`config.mk`:
```
export PLATFORM = sky130hd
export DESIGN_NAME = step_move_ctrl_flat
export DESIGN_NICKNAME = d
export VERILOG_FILES = /design/src/rtl/step_move_ctrl_if.sv /design/src/rtl/step_move_ctrl.sv /design/src/flat_wrapper.sv
export SDC_FILE = /design/constraint.sdc
export NUM_CORES = 1
export LEC_CHECK = 0
export CAP_MARGIN = 10
export CORE_ASPECT_RATIO = 1.1
export CORE_MARGIN = 10
export CORE_UTILIZATION = 55
export DETAILED_ROUTE_END_ITERATION = 8
export PLACE_DENSITY = 0.76
export SETUP_SLACK_MARGIN = 0.3
export SYNTH_ARGS = -nofsm -noshare
export SYNTH_HDL_FRONTEND = slang
export SYNTH_SLANG_ARGS = --single-unit
```
`constraint.sdc`:
```
create_clock -name clk -period 8.05 [get_ports clk]
set_clock_uncertainty 0.1 [all_clocks]
set_input_delay 1.61 -clock clk [delete_from_list [all_inputs] [get_ports clk]]
set_output_delay 1.61 -clock clk [all_outputs]
set_load 0.02 [all_outputs]
```
`src/rtl/step_move_ctrl_if.sv`:
```
// Command/status bundle between a move requester (master) and step_move_ctrl (slave).
// With STEP_POS_TRACK_EN defined the bundle also carries the absolute position `pos`.
interface step_move_ctrl_if #(
  parameter int CNT_W = 32
) ();
  logic             start;
  logic             dir_in;
  logic [CNT_W-1:0] steps;
  logic             abort;
  logic             busy;
  logic             done;
  logic             step_out;
  logic             dir;
  logic [CNT_W-1:0] steps_left;
`ifdef STEP_POS_TRACK_EN
  logic [CNT_W-1:0] pos;

  modport master (
    output start, dir_in, steps, abort,
    input  busy, done, step_out, dir, steps_left, pos
  );
  modport slave (
    input  start, dir_in, steps, abort,
    output busy, done, step_out, dir, steps_left, pos
  );
`else
  modport master (
    output start, dir_in, steps, abort,
    input  busy, done, step_out, dir, steps_left
  );
  modport slave (
    input  start, dir_in, steps, abort,
    output busy, done, step_out, dir, steps_left
  );
`endif
endinterface

```
`src/rtl/step_move_ctrl.sv`:
```
// Trapezoidal step/dir move generator: ramps half-period START_HALF -> MIN_HALF, cruises, ramps back.
// Optional STEP_POS_TRACK_EN adds a wrapping signed absolute position output (bus.pos).
module step_move_ctrl #(
  parameter int CNT_W      = 32,
  parameter int PER_W      = 20,
  parameter int START_HALF = 25000,
  parameter int MIN_HALF   = 3676,
  parameter int ACCEL_STEP = 50
) (
  input logic          clk,
  input logic          rst,
  step_move_ctrl_if.slave bus
);
  typedef enum logic [2:0] {IDLE, ACCEL, CRUISE, DECEL, FIN} state_t;

  localparam logic [PER_W-1:0] START_P    = PER_W'(START_HALF);
  localparam logic [PER_W-1:0] MIN_P      = PER_W'(MIN_HALF);
  localparam logic [PER_W-1:0] STEP_P     = PER_W'(ACCEL_STEP);
  localparam logic [PER_W:0]   START_X    = (PER_W+1)'(START_HALF);
  localparam logic [PER_W:0]   STEP_X     = (PER_W+1)'(ACCEL_STEP);
  localparam logic [PER_W:0]   MIN_STEP_X = (PER_W+1)'(MIN_HALF + ACCEL_STEP);

  state_t           state_reg;
  logic [PER_W-1:0] half_reg;
  logic [PER_W-1:0] phase_cnt_reg;
  logic [CNT_W-1:0] steps_left_reg;
  logic [CNT_W-1:0] ramp_cnt_reg;
  logic             busy_reg;
  logic             done_reg;
  logic             step_out_reg;
  logic             dir_reg;
  logic             abort_pend_reg;
`ifdef STEP_POS_TRACK_EN
  logic [CNT_W-1:0] pos_reg;
`endif

  logic [PER_W:0]   half_up;
  logic [PER_W-1:0] half_up_sat;
  logic             near_min;
  logic             phase_end;
  logic             abort_now;
  logic [CNT_W-1:0] left_dec;
  logic [CNT_W-1:0] left_next;

  // Widened by one bit so the down-ramp increment cannot wrap before saturating.
  assign half_up     = {1'b0, half_reg} + STEP_X;
  assign half_up_sat = (half_up > START_X) ? START_P : half_up[PER_W-1:0];
  assign near_min    = ({1'b0, half_reg} <= MIN_STEP_X);
  assign phase_end   = (phase_cnt_reg == half_reg - 1'b1);
  assign abort_now   = abort_pend_reg | bus.abort;
  assign left_dec    = steps_left_reg - 1'b1;
  // An abort shortens the move so that only the mirrored down-ramp remains.
  assign left_next   = (abort_now && (ramp_cnt_reg < left_dec)) ? ramp_cnt_reg : left_dec;

  always_ff @(posedge clk) begin
    if (rst) begin
      state_reg      <= IDLE;
      busy_reg       <= 1'b0;
      done_reg       <= 1'b0;
      step_out_reg   <= 1'b0;
      dir_reg        <= 1'b0;
      steps_left_reg <= '0;
      half_reg       <= START_P;
      ramp_cnt_reg   <= '0;
      phase_cnt_reg  <= '0;
      abort_pend_reg <= 1'b0;
`ifdef STEP_POS_TRACK_EN
      pos_reg        <= '0;
`endif
    end else begin
      case (state_reg)
        IDLE: begin
          done_reg <= 1'b0;
          if (bus.start) begin
            dir_reg        <= bus.dir_in;
            half_reg       <= START_P;
            ramp_cnt_reg   <= '0;
            phase_cnt_reg  <= '0;
            step_out_reg   <= 1'b0;
            abort_pend_reg <= 1'b0;
            if (bus.steps != '0) begin
              steps_left_reg <= bus.steps;
              busy_reg       <= 1'b1;
              state_reg      <= ACCEL;
            end else begin
              state_reg <= FIN;
            end
          end
        end
        ACCEL, CRUISE, DECEL: begin
          if (bus.abort) abort_pend_reg <= 1'b1;
          if (!phase_end) begin
            phase_cnt_reg <= phase_cnt_reg + 1'b1;
          end else begin
            phase_cnt_reg <= '0;
            step_out_reg  <= ~step_out_reg;
            if (step_out_reg) begin
              steps_left_reg <= left_next;
              abort_pend_reg <= 1'b0;
`ifdef STEP_POS_TRACK_EN
              pos_reg <= dir_reg ? pos_reg + 1'b1 : pos_reg - 1'b1;
`endif
              if (left_next == '0) begin
                busy_reg  <= 1'b0;
                done_reg  <= 1'b1;
                state_reg <= FIN;
              end else if (state_reg == DECEL) begin
                half_reg <= half_up_sat;
              end else if (left_next <= ramp_cnt_reg) begin
                half_reg  <= half_up_sat;
                state_reg <= DECEL;
              end else if (state_reg == ACCEL) begin
                ramp_cnt_reg <= ramp_cnt_reg + 1'b1;
                if (near_min) begin
                  half_reg  <= MIN_P;
                  state_reg <= CRUISE;
                end else begin
                  half_reg <= half_reg - STEP_P;
                end
              end
            end
          end
        end
        FIN: begin
          // A zero-step move arrives here with done low and raises it one cycle later.
          busy_reg       <= 1'b0;
          step_out_reg   <= 1'b0;
          abort_pend_reg <= 1'b0;
          if (done_reg) begin
            done_reg  <= 1'b0;
            state_reg <= IDLE;
          end else begin
            done_reg <= 1'b1;
          end
        end
        default: state_reg <= IDLE;
      endcase
    end
  end

  assign bus.busy       = busy_reg;
  assign bus.done       = done_reg;
  assign bus.step_out   = step_out_reg;
  assign bus.dir        = dir_reg;
  assign bus.steps_left = steps_left_reg;
`ifdef STEP_POS_TRACK_EN
  assign bus.pos        = pos_reg;
`endif
endmodule

```
`src/flat_wrapper.sv`:
```
// flat-port wrapper written by rule: the top's interface ports become plain ports
module step_move_ctrl_flat 
#(
  parameter int CNT_W      = 32,
  parameter int PER_W      = 20,
  parameter int START_HALF = 25000,
  parameter int MIN_HALF   = 3676,
  parameter int ACCEL_STEP = 50
)
  (clk, rst, bus_start, bus_dir_in, bus_steps, bus_abort, bus_busy, bus_done, bus_step_out, bus_dir, bus_steps_left);
  step_move_ctrl_if #(.CNT_W(CNT_W)) bus_i ();
  input logic clk;
  input logic rst;
  input wire logic [$bits(bus_i.start)-1:0] bus_start;
  input wire logic [$bits(bus_i.dir_in)-1:0] bus_dir_in;
  input wire logic [$bits(bus_i.steps)-1:0] bus_steps;
  input wire logic [$bits(bus_i.abort)-1:0] bus_abort;
  output wire logic [$bits(bus_i.busy)-1:0] bus_busy;
  output wire logic [$bits(bus_i.done)-1:0] bus_done;
  output wire logic [$bits(bus_i.step_out)-1:0] bus_step_out;
  output wire logic [$bits(bus_i.dir)-1:0] bus_dir;
  output wire logic [$bits(bus_i.steps_left)-1:0] bus_steps_left;
  assign bus_i.start = bus_start;
  assign bus_i.dir_in = bus_dir_in;
  assign bus_i.steps = bus_steps;
  assign bus_i.abort = bus_abort;
  assign bus_busy = bus_i.busy;
  assign bus_done = bus_i.done;
  assign bus_step_out = bus_i.step_out;
  assign bus_dir = bus_i.dir;
  assign bus_steps_left = bus_i.steps_left;
  step_move_ctrl #(.CNT_W(CNT_W), .PER_W(PER_W), .START_HALF(START_HALF), .MIN_HALF(MIN_HALF), .ACCEL_STEP(ACCEL_STEP)) u_core (.clk(clk), .rst(rst), .bus(bus_i));
endmodule
```
Word level (Yosys, flattened, before mapping):

Index checks and enable logic that the tools add are counted.

* register bits after elaboration: 112
* bits of input ports: 37
* word-level logic and storage cells: 114

* $add $sub $neg: 6
* order comparisons: 4
* eq/ne operators: 19
* multiplexer cells: 56
* bitwise gates (word level): 2
* reduce and logical (&&, ||, !) cells: 17

Operators by type and width (number)
* two-way mux 32 bit: 12
* two-way mux 20 bit: 11
* case mux 32 bit (2 select lines): 2
* case mux 20 bit (2 select lines): 2
* adder 32 x 1 -> 32 bit, second input constant: 1
* less-or-equal comparator 32 bit: 1
* zero test 32 bit: 1
* < comparator 32 bit: 1
* nonzero test 32 bit: 1
* subtractor 32 x 1 -> 32 bit, second input constant: 1
* two-way mux 3 bit: 10
* adder 20 x 6 -> 21 bit, second input constant: 1
* > comparator 21 x 15 -> 1 bit, second input constant: 1
* adder 20 x 1 -> 20 bit, second input constant: 1
* == test 20 bit: 1
* less-or-equal comparator 20 x 12 -> 1 bit, second input constant: 1
* subtractor 20 x 1 -> 20 bit, second input constant: 1
* subtractor 20 x 6 -> 20 bit, second input constant: 1
* two-way mux 1 bit: 14
* != test 2 x 1 -> 1 bit, second input constant: 6
* != test 4 x 1 -> 1 bit, second input constant: 3
* case mux 1 bit (3 select lines): 4
* AND reduction 6 bit: 2
* case mux 3 bit (3 select lines): 1
* 18 further kinds: 24

Logic depth before layout (Yosys ltp):

Gate-level depths: netlist of run 1.

* word-level depth: 11
* depth in mapped cells: 29

Worst setup path after synthesis of run 1:

Ideal clock, no wire load.

* path kind: reg-to-reg
* start point: register u_core.steps_left_reg[13], in the netlist u_core.bus.steps_left[13]
* end point: register u_core.ramp_cnt_reg[6]
* library setup time: 0.070 ns
* data arrival time: 6.482 ns
* required time: 7.880 ns
* path slack: 1.399 ns
* stages on the path, launching flop included: 27
* buffers on the path: 3
* clock period less this slack: 6.651 ns
* cell sequence: dfxtp_1 > clkbuf_1 > or4_1 > or4_1 > or3_1 > o21ai_0 > nand2_1 > inv_1 > ha_1 > a21o_1 > a21o_1 > a211oi_1 > o221ai_1 > nor2_1 > clkbuf_1 > clkbuf_1 > a21oi_1 > ha_1 > nand4_1 > nor4_1 > a211oi_1 > nand2_1 > nand4_1 > o41a_1 > or2_4 > or4_1 > a21oi_1

* cells in the longest elaborated chain, start to end: 7
* elaborated cells on any way between the ends: 9

Ends and longest elaborated chain
* start: declaration: RTL line step_move_ctrl.sv:26 `logic [CNT_W-1:0] steps_left_reg;`
* start signal: assignment: RTL line step_move_ctrl.sv:82 `steps_left_reg <= bus.steps;`
* start signal: assignment: RTL line step_move_ctrl.sv:98 `steps_left_reg <= left_next;`
* subtractor 32 x 1 -> 32 bit (*): RTL line step_move_ctrl.sv:51 `assign left_dec = steps_left_reg - 1'b1;`
* < comparator 32 bit: RTL line step_move_ctrl.sv:53 `assign left_next = (abort_now && (ramp_cnt_reg < left_dec)) ? ramp_cnt_reg : left_dec;`
* logical AND 1 bit: RTL line step_move_ctrl.sv:53
* two-way mux 32 bit (*): RTL line step_move_ctrl.sv:53
* less-or-equal comparator 32 bit / zero test 32 bit (equally long branches): RTL line step_move_ctrl.sv:109, step_move_ctrl.sv:103
* != test 2 bit (no source line)
* AND reduction 8 bit (no source line) (*)
* end signal: assignment: RTL line step_move_ctrl.sv:113 `ramp_cnt_reg <= ramp_cnt_reg + 1'b1;`
* end: declaration: RTL line step_move_ctrl.sv:27 `logic [CNT_W-1:0] ramp_cnt_reg;`

Every way passes the cells marked *; elsewhere a longest branch is shown, timed or not.
A chain may end at the register's enable or synchronous reset.

Worst setup path after layout of run 1:

* start point: register u_core.steps_left_reg[0], in the netlist u_core.bus.steps_left[0]
* end point: register u_core.half_reg[12]

* cells in the longest elaborated chain, start to end: 11
* elaborated cells on any way between the ends: 15

Ends and longest elaborated chain
* subtractor 32 x 1 -> 32 bit (*): RTL line step_move_ctrl.sv:51
* < comparator 32 bit: RTL line step_move_ctrl.sv:53
* logical AND 1 bit: RTL line step_move_ctrl.sv:53
* two-way mux 32 bit (*): RTL line step_move_ctrl.sv:53
* less-or-equal comparator 32 bit: RTL line step_move_ctrl.sv:109 `end else if (left_next <= ramp_cnt_reg) begin`
* two-way mux 20 bit: RTL line step_move_ctrl.sv:109
* two-way mux 20 bit: RTL line step_move_ctrl.sv:107 `end else if (state_reg == DECEL) begin`
* two-way mux 20 bit: RTL line step_move_ctrl.sv:103 `if (left_next == '0) begin`
* two-way mux 20 bit: RTL line step_move_ctrl.sv:97 `if (step_out_reg) begin`
* two-way mux 20 bit: RTL line step_move_ctrl.sv:92 `if (!phase_end) begin`
* case mux 20 bit (2 select lines): RTL line step_move_ctrl.sv:71 `case (state_reg)`
* end signal: assignment: RTL line step_move_ctrl.sv:108 `half_reg <= half_up_sat;`
* end signal: assignment: RTL line step_move_ctrl.sv:110 `half_reg <= half_up_sat;`
* end signal: assignment: RTL line step_move_ctrl.sv:118 `half_reg <= half_reg - STEP_P;`
* end: declaration: RTL line step_move_ctrl.sv:24 `logic [PER_W-1:0] half_reg;`

Every way passes the cells marked *; elsewhere a longest branch is shown, timed or not. The select of a mux whose other input is x is not followed.

==> impl_metrics.json, run 1 <==
{
  "rsz0062_at_grt": "no",
  "cp-start-kind": "flip-flop",
  "synth_edf_count": 0,
  "synthFlopType": "dfxtp_1",
  "cp.required_ns": 8.21,
  "hold_viol_final": 0,
  "die_y_um": 162,
  "drt-pass1-iter-count": 6,
  "path_max_fanout": 13,
  "dp_cells": 1648,
  "p_sw_share_pct": 51.9,
  "min_from": "u_core.bus.dir",
  "fin_tns_setup_ns": 0,
  "synth_area_mm2": 0.0101,
  "fin_cells": 1668,
  "crit_slowest_cell": "or4b_1",
  "yosys.cell_count.top_type": "nor2_1",
  "regArea_mm2": 0.00224,
  "cts_hold_buf": 0,
  "root_buffer": "clkbuf_16",
  "yosysUniqueCellTypes": 93,
  "synth_seq_cells": 112,
  "sequentialPowerShare_pct": 24.3,
  "ios": 73,
  "ys_seq_area_share_pct": 22.3,
  "drive_gt1_share_pct": 5.73,
  "path_delay_family": "simple AND/OR/NAND/NOR gates",
  "n_antenna_cell": 0,
  "multi_input_area_mm2": 0.00717,
  "fmax_ghz": 0.135,
  "crit_type": "flip-flop to flip-flop",
  "synth.largest_area_cell": "dfxtp_1",
  "clock_latency_ns": 0.37,
  "ys_warn_count": 0,
  "initial_core_util_pct": 56.4,
  "ys_top_cells_by_area": "dfxtp_1, ha_1, nor2_1",
  "peakVddDrop_uv": 242,
  "dp_hpwl_mm": 24.5,
  "core-area_mm2": 0.0179,
  "p_int_mw": 1.68,
  "antenna_found_initial": 0,
  "drc": 0,
  "die_area_mm2": 0.0241,
  "drtAntennaViolNets": 0,
  "cts.htree.levels": 3,
  "p_leak_nw": 4.11,
  "grt_pass1_vias": 10100,
  "status": "finished, final reports clean",
  "via_count": 10900,
  "finish.utilization_pct": 62.5,
  "track_usage_pct": 26.0,
  "cts_tree": "yes",
  "comb_power_share_pct": 62.2,
  "cts_made_buffers": 9,
  "worst_pin_slew_ns": 1.15,
  "fin_crit_sh_pct": 92.2,
  "setup_violations": 0,
  "die_width_um": 149,
  "layout.nets": 1533,
  "finalMaxSlewViolations": 0,
  "synthCells": 1407,
  "synthTopCellsByCount": "nor2_1, nand2_1, dfxtp_1",
  "wl_mm": 32.8,
  "switchingPower_mw": 1.82,
  "routed_via_density": 6.52,
  "n_fill_cell": 1667,
  "slew-limit-headroom_pct": 22.8,
  "gp_congestion": 0.994,
  "cts.sinks": 112,
  "port_buffers": 72,
  "syn_to_final_growth_pct": 10.9,
  "cp-startpoint": "u_core.bus.steps_left[0]",
  "hold_path.class": "flip-flop to flip-flop",
  "synth.net_count": 1515,
  "synth_top_area_share_pct": 22.3,
  "cap_violations": 0,
  "grt_max_degree": 64,
  "avgSynthCellArea_um2": 7.16,
  "wire_per_inst_um": 19.7,
  "rows": 51,
  "clk_path_buf_depth": 2,
  "drt_iter0_markers": 892,
  "async_flop_share_pct": 0,
  "critPathArrivalTime_ns": 7.59,
  "crit_buf_inv": 3,
  "clkPwrFrac_pct": 13.5,
  "pwr_density_cell_mw_per_mm2": 313,
  "min_period_ns": 7.42,
  "grt-ovfl-total": 0,
  "clkTransAtPathRegs_ns": 0.09,
  "grt_pass1_wl_mm": 52.4,
  "slowest_delay_ns": 0.59,
  "end_kind": "flip-flop",
  "crit_top_cell": "ha_1",
  "rr_startpoint": "u_core.bus.steps_left[0]"
}
==> path summary, 6_finish.rpt <==
path                              end  slack, ns  cells past startpoint
setup / recovery  u_core.half_reg[12]       0.63                     25
hold / removal         u_core.bus.dir       0.36                      2
setup reg to reg  u_core.half_reg[12]       0.63                     25
hold reg to reg        u_core.bus.dir       0.36                      2
==> per-layer routing <==
metal,track usage (%),vias up,part of all wire [%]
met2,44.1,452,48
met5,0,-,0
li1,-,5233,-
met4,12.4,0,4.6
met1,31.7,5098,41
met3,3.70,94,6.5
==> power groups by stage <==
stage,Combinational (mW),Clock (mW),Sequential (mW)
6_report,2.17,0.471,0.850
5_1_grt,2.39,0.489,0.863
4_1_cts,2.11,0.470,0.842
3_5_place_dp,2.10,0,0.856
3_3_place_gp,2.08,0,0.853
2_1_floorplan,1.43,0,0.844
==> area by class of cell <==
class | count | share of cell area, %
multi-input combinational | 1127 | 64.2
sequential | 112 | 20.1
timing repair buffer | 92 | 7.75
inverter | 83 | 2.79
tap | 238 | 2.67
clock buffer | 10 | 2.05
clock inverter | 6 | 0.515
==> logic make-up (layout without fill, tap and decap cells) <==
family          count (synthesis)  after routing  synth area share (%)
simple gates                  606            607                  30.2
compound gates                373            373                  24.8
buf+inv                       169            191                  7.18
flops                         112            112                  22.3
fa+ha+maj                      71             71                  8.82
xor+xnor                       69             69                  6.00
mux                             7              7                 0.696
==> cell usage in the layout, fill, tap and decap left out, drive strengths merged, types with 6 or more instances in the layout <==
cell / synthesis / layout
nor2: 161 / 162
nand2: 152 / 152
dfxtp: 112 / 112
a21oi: 107 / 107
inv: 83 / 88
o21ai: 78 / 78
ha: 71 / 71
clkdlybuf4s50: 1 / 71
nand3: 50 / 50
xor2: 42 / 42
nand4: 41 / 41
nor4: 39 / 39
a311oi: 37 / 37
nor3: 37 / 37
xnor2: 27 / 27
or3: 22 / 22
buf: 19 / 21
a211oi: 18 / 18
o31ai: 17 / 17
and3: 16 / 16
o211ai: 13 / 13
or4: 13 / 13
or2: 13 / 13
nand2b: 10 / 10
a31oi: 10 / 10
clkbuf: 66 / 10
and4: 9 / 9
o41ai: 9 / 9
and2: 8 / 8
nor3b: 8 / 8
a221oi: 7 / 7
mux2i: 7 / 7
a2bb2oi: 7 / 7
a41oi: 7 / 7
o22ai: 6 / 6
nor2b: 6 / 6
==> stage by stage <==
stage               power (mW)  setup slack, ns  hold slack [ns]  instance area [µm²]
finish                    3.50            0.626            0.364                11200
global route              3.75            0.305            0.403                11200
CTS                       3.42            0.314            0.367                11100
detailed placement        2.95            0.333            0.354                10800
global placement          2.94            0.421            0.344                10800
floorplan                 2.27             1.40            0.351                10100
==> tightest hold or removal path, stage by stage (launching register included) <==
cell and delay (ns):
dfxtp_1 0.32, nand2_1 0.05, a21oi_1 0.05
==> repair_timing <==
action	CTS	global route
endpoints found under the setup margin	0	55
buffers inserted	0	3
gates resized for setup	0	7
No activity file was read; power rests on OpenSTA's default activity.
==> inputs of run 2 (changes only) <==
CORE_MARGIN = default   (was 10)
REMOVE_ABC_BUFFERS = 1   (was default)
==> impl_metrics.json, run 2 (synthesis gave the netlist of run 1 again) <==
{
  "status": "finished, final reports clean",
  "grt_pass1_vias": 10200,
  "p_leak_nw": 4.11,
  "dp_slack_ns": 0.503,
  "p_sw_share_pct": 51.9,
  "p_int_mw": 1.67,
  "fin_crit_sh_pct": 90.2,
  "antenna_found_initial": 0,
  "crit_type": "flip-flop to flip-flop",
  "finish.utilization_pct": 62.7,
  "design_power_total_mw": 3.47,
  "die_area_mm2": 0.0189,
  "hold_viol_final": 0,
  "ios": 73,
  "syn_to_final_growth_pct": 10.9,
  "crit_buf_inv": 4,
  "comb_power_share_pct": 61.5,
  "drt-pass1-iter-count": 5,
  "path_delay_family": "compound AO/OA/AOI/OAI gates",
  "core-area_mm2": 0.0178,
  "layout.nets": 1531,
  "end_kind": "flip-flop",
  "fin_area_mm2": 0.0112,
  "cts_hold_buf": 0,
  "die_y_um": 144,
  "rows": 51,
  "port_buffers": 72,
  "cp.required_ns": 8.22,
  "slew-limit-headroom_pct": 25.9,
  "path_max_fanout": 33,
  "worst_pin_slew_ns": 1.11,
  "n_antenna_cell": 0,
  "via_count": 10900,
  "dp_hpwl_mm": 24.9,
  "layout_common_cells": "nor2_1, nand2_1, dfxtp_1, a21oi_1, inv_1",
  "fmax_ghz": 0.138,
  "routed_via_density": 6.55,
  "grt_max_degree": 64,
  "clkPwrFrac_pct": 13.7,
  "critPathArrivalTime_ns": 7.43,
  "cts_tree": "yes",
  "sequentialPowerShare_pct": 24.9,
  "clock_latency_ns": 0.37,
  "initial_core_util_pct": 56.6,
  "post_cts.repair.setup_buffers": 0,
  "die_width_um": 131,
  "cts.sinks": 112,
  "clk_path_buf_depth": 2,
  "hold_path.class": "flip-flop to flip-flop",
  "wl_mm": 33.1,
  "grt_pass1_wl_mm": 52.0,
  "final_common_cell": "nor2_1",
  "drc": 0,
  "crit_slowest_cell": "or4_1",
  "cts_resized": 0,
  "dpl_cell_area_mm2": 0.0108,
  "grt-ovfl-total": 0,
  "whs_ns": 0.378,
  "gp_congestion": 0.978,
  "pwr_density_cell_mw_per_mm2": 311,
  "cp-start-kind": "flip-flop",
  "n_fill_cell": 1697,
  "peakVddDrop_uv": 242,
  "finalMaxSlewViolations": 0,
  "drt_iter0_markers": 661,
  "wire_per_inst_um": 19.9,
  "drive_gt1_share_pct": 5.74,
  "fin_ws_ns": 0.790,
  "setup_violations": 0,
  "min_period_ns": 7.26,
  "clkTransAtPathRegs_ns": 0.09,
  "slowest_delay_ns": 0.55,
  "cts.htree.levels": 3,
  "drtAntennaViolNets": 0,
  "cap_violations": 0,
  "track_usage_pct": 35.5,
  "switchingPower_mw": 1.80,
  "cts_made_buffers": 9,
  "rsz0062_at_grt": "no",
  "root_buffer": "clkbuf_16"
}
[run 2: power groups by stage]
stage | logic (mW) | registers [mW] | clock network, mW
floorplan | 1.32 | 0.888 | 0
global placement | 2.06 | 0.862 | 0
detailed placement | 2.07 | 0.865 | 0
CTS | 2.09 | 0.852 | 0.476
global route | 2.35 | 0.877 | 0.496
finish | 2.13 | 0.862 | 0.474
[run 2: through the flow]
stage / TNS (ns) / cells
after floorplan: -0.509 / 1321
after global placement: 0 / 1650
after detailed placement: 0 / 1650
after CTS: 0 / 1666
after global routing: 0 / 1666
final: 0 / 1666
[run 2: path summary, 6_finish.rpt]
check                           startpoint             endpoint  slack (ns)  depth (start not counted)
setup / recovery  u_core.bus.steps_left[0]  u_core.half_reg[12]        0.79                         27
hold / removal              u_core.bus.dir       u_core.bus.dir        0.38                          2
setup reg to reg  u_core.bus.steps_left[0]  u_core.half_reg[12]        0.79                         27
hold reg to reg             u_core.bus.dir       u_core.bus.dir        0.38                          2
[run 2: worst reg2reg max path, stage by stage, from the launching register on]
cell and delay [ns]:
dfxtp_1 0.43, inv_1 0.11, ha_1 0.27, or4b_1 0.45, buf_4 0.20, or4_1 0.55
or3_1 0.35, nand2_1 0.11, inv_1 0.05, ha_1 0.18, a21o_1 0.17, a21o_1 0.17
a211oi_1 0.31, o221ai_2 0.22, nor2_4 0.15, buf_4 0.32, nor2_1 0.10, a21oi_1 0.17
ha_1 0.28, a211oi_1 0.24, o21ai_0 0.14, a221oi_1 0.40, and4_1 0.34, nor2_1 0.12
a31oi_1 0.30, o211a_2 0.42, nor2_1 0.19, a22o_1 0.29
[run 2: cell type report]
cell class | instances | area, µm² | area share (%)
flip-flops and latches | 112 | 2240 | 20.1
well taps | 238 | 298 | 2.67
clock inverters | 7 | 75.1 | 0.672
repair buffers | 91 | 858 | 7.69
inverters | 83 | 312 | 2.79
clock buffers | 9 | 225 | 2.02
multi-input cells | 1126 | 7160 | 64.1
[run 2: per-layer routing]
metal | share of wire [%] | GRT usage [%] | wire length, µm
met3 | 6.1 | 3.72 | 2030
met4 | 5.4 | 21.0 | 1770
met1 | 41 | 41.4 | 13400
met2 | 48 | 62.4 | 15800
met5 | 0 | 0 | 0
==> inputs of run 3 (changes only) <==
CORE_ASPECT_RATIO = default   (was 1.1)
==> impl_metrics.json, run 3 (synthesis gave the netlist of run 1 again) <==
{
  "status": "finished, final reports clean",
  "cts_made_buffers": 9,
  "cts.sinks": 112,
  "fin_tns_setup_ns": 0,
  "routed_via_density": 6.59,
  "ff2ff_path_depth": 25,
  "hold_path_depth": 2,
  "timing.rr.end": "u_core.half_reg[12]",
  "hold-path-endpoint": "u_core.bus.dir",
  "die_area_mm2": 0.0189,
  "clkTransAtPathRegs_ns": 0.08,
  "crit_type": "flip-flop to flip-flop",
  "via_count": 10900,
  "worst_pin_slew_ns": 1.20,
  "finalMaxSlewViolations": 0,
  "wire_per_inst_um": 19.6,
  "rows": 49,
  "fmax_ghz": 0.136,
  "core-area_mm2": 0.0180,
  "r2r_slack_ns": 0.72,
  "dp_hpwl_mm": 24.3,
  "clock_latency_ns": 0.37,
  "drive_gt1_share_pct": 5.46,
  "slowest_delay_ns": 0.66,
  "cts.htree.levels": 3,
  "track_usage_pct": 34.9,
  "dpl_cell_area_mm2": 0.0108,
  "critPathArrivalTime_ns": 7.49,
  "crit_slowest_cell": "or4_1",
  "design_power_total_mw": 3.46,
  "port_buffers": 72,
  "end_kind": "flip-flop",
  "cap_violations": 0,
  "final_common_cell": "nor2_1",
  "fin_cells": 1657,
  "die_width_um": 137,
  "fin_ws_ns": 0.723,
  "setup_violations": 0,
  "initial_core_util_pct": 56.1,
  "layout.nets": 1531,
  "hold_path.class": "flip-flop to flip-flop",
  "path_max_fanout": 24,
  "root_buffer": "clkbuf_16",
  "wl_mm": 32.5,
  "rsz0062_at_grt": "no",
  "p_leak_nw": 4.10,
  "ios": 73,
  "cp.required_ns": 8.21,
  "dp_cells": 1638,
  "grt_pass1_wl_mm": 51.5,
  "antenna_found_initial": 0,
  "n_antenna_cell": 0,
  "layout_common_cells": "nor2_1, nand2_1, dfxtp_1, a21oi_1, inv_1",
  "drt_iter0_markers": 952,
  "min_from": "u_core.bus.dir",
  "path_delay_family": "simple AND/OR/NAND/NOR gates",
  "drt-pass1-iter-count": 8,
  "grt_pass1_vias": 9946,
  "peakVddDrop_uv": 285,
  "rr_startpoint": "u_core.bus.steps_left[13]",
  "hold_viol_final": 0,
  "dp_slack_ns": 0.708,
  "cts_hold_buf": 0,
  "clk_path_buf_depth": 2,
  "min_period_ns": 7.33,
  "crit_top_cell": "nor2_1",
  "fin_crit_sh_pct": 91.0,
  "crit_buf_inv": 2,
  "pwr_density_cell_mw_per_mm2": 310,
  "cts_tree": "yes",
  "gp_congestion": 0.973,
  "drtAntennaViolNets": 0,
  "cp-start-kind": "flip-flop",
  "slew-limit-headroom_pct": 19.0,
  "grt_max_degree": 64,
  "grt-ovfl-total": 0,
  "n_fill_cell": 1663,
  "drc": 0,
  "syn_to_final_growth_pct": 10.6,
  "die_y_um": 137,
  "fin_area_mm2": 0.0111
}
-- run 3: how the worst max path moves through the flow --
stage / start / endpoint / slack (ns) / depth (start not counted)
2_1_floorplan: u_core.bus.steps_left[0] / u_core.half_reg[1] / -0.14 / 23
3_3_place_gp: u_core.bus.steps_left[0] / u_core.half_reg[1] / 0.86 / 26
3_5_place_dp: u_core.bus.steps_left[13] / u_core.half_reg[1] / 0.71 / 25
4_1_cts: u_core.bus.steps_left[13] / u_core.ramp_cnt_reg[29] / 0.65 / 24
5_1_grt: u_core.bus.steps_left[13] / u_core.half_reg[12] / 0.20 / 25
6_report: u_core.bus.steps_left[13] / u_core.half_reg[12] / 0.72 / 25
-- run 3: worst min-delay path, delay by kind of cell, from the launching register on --
kind | cells | cell delay, ns
simple gates | 1 | 0.05
compound gates | 1 | 0.05
flops | 1 | 0.32
-- run 3: layer usage --
metal  global-route usage, %  vias to the layer above  part of all wire, %
li1                        -                     5235                    -
met4                    16.7                        0                  4.2
met5                       0                        -                    0
met2                    58.4                      520                   47
met1                    44.3                     5064                   42
met3                    4.53                       95                  7.2
-- run 3: cell type report --
type                            instances  area [µm²]  area share (%)
Multi-Input combinational cell       1127        7150            64.2
Clock inverter                          6        60.1           0.539
Tap cell                              229         287            2.57
Sequential cell                       112        2240            20.1
Timing Repair Buffer                   90         851            7.64
Inverter                               83         312            2.80
Clock buffer                           10         239            2.15
-- run 3: power breakdown --
| group | switching [mW] | leakage (nW) | internal (mW) |
|---|---|---|---|
| logic | 1.32 | 3.05 | 0.802 |
| clock network | 0.244 | 0.140 | 0.227 |
| registers | 0.214 | 0.911 | 0.646 |
| total | 1.78 | 4.10 | 1.68 |
-- run 3: repair_timing --
item,CTS,global route
endpoints found under the setup margin,0,39
resized for setup,0,4
setup buffers,0,2
-- run 3: through the flow --
step / hold WS, ns / util (%)
4_1_cts: 0.371 / 61.8
6_report: 0.367 / 62.0
5_1_grt: 0.396 / 62.0
3_5_place_dp: 0.359 / 60.1
3_3_place_gp: 0.343 / 60.1
2_1_floorplan: 0.351 / -
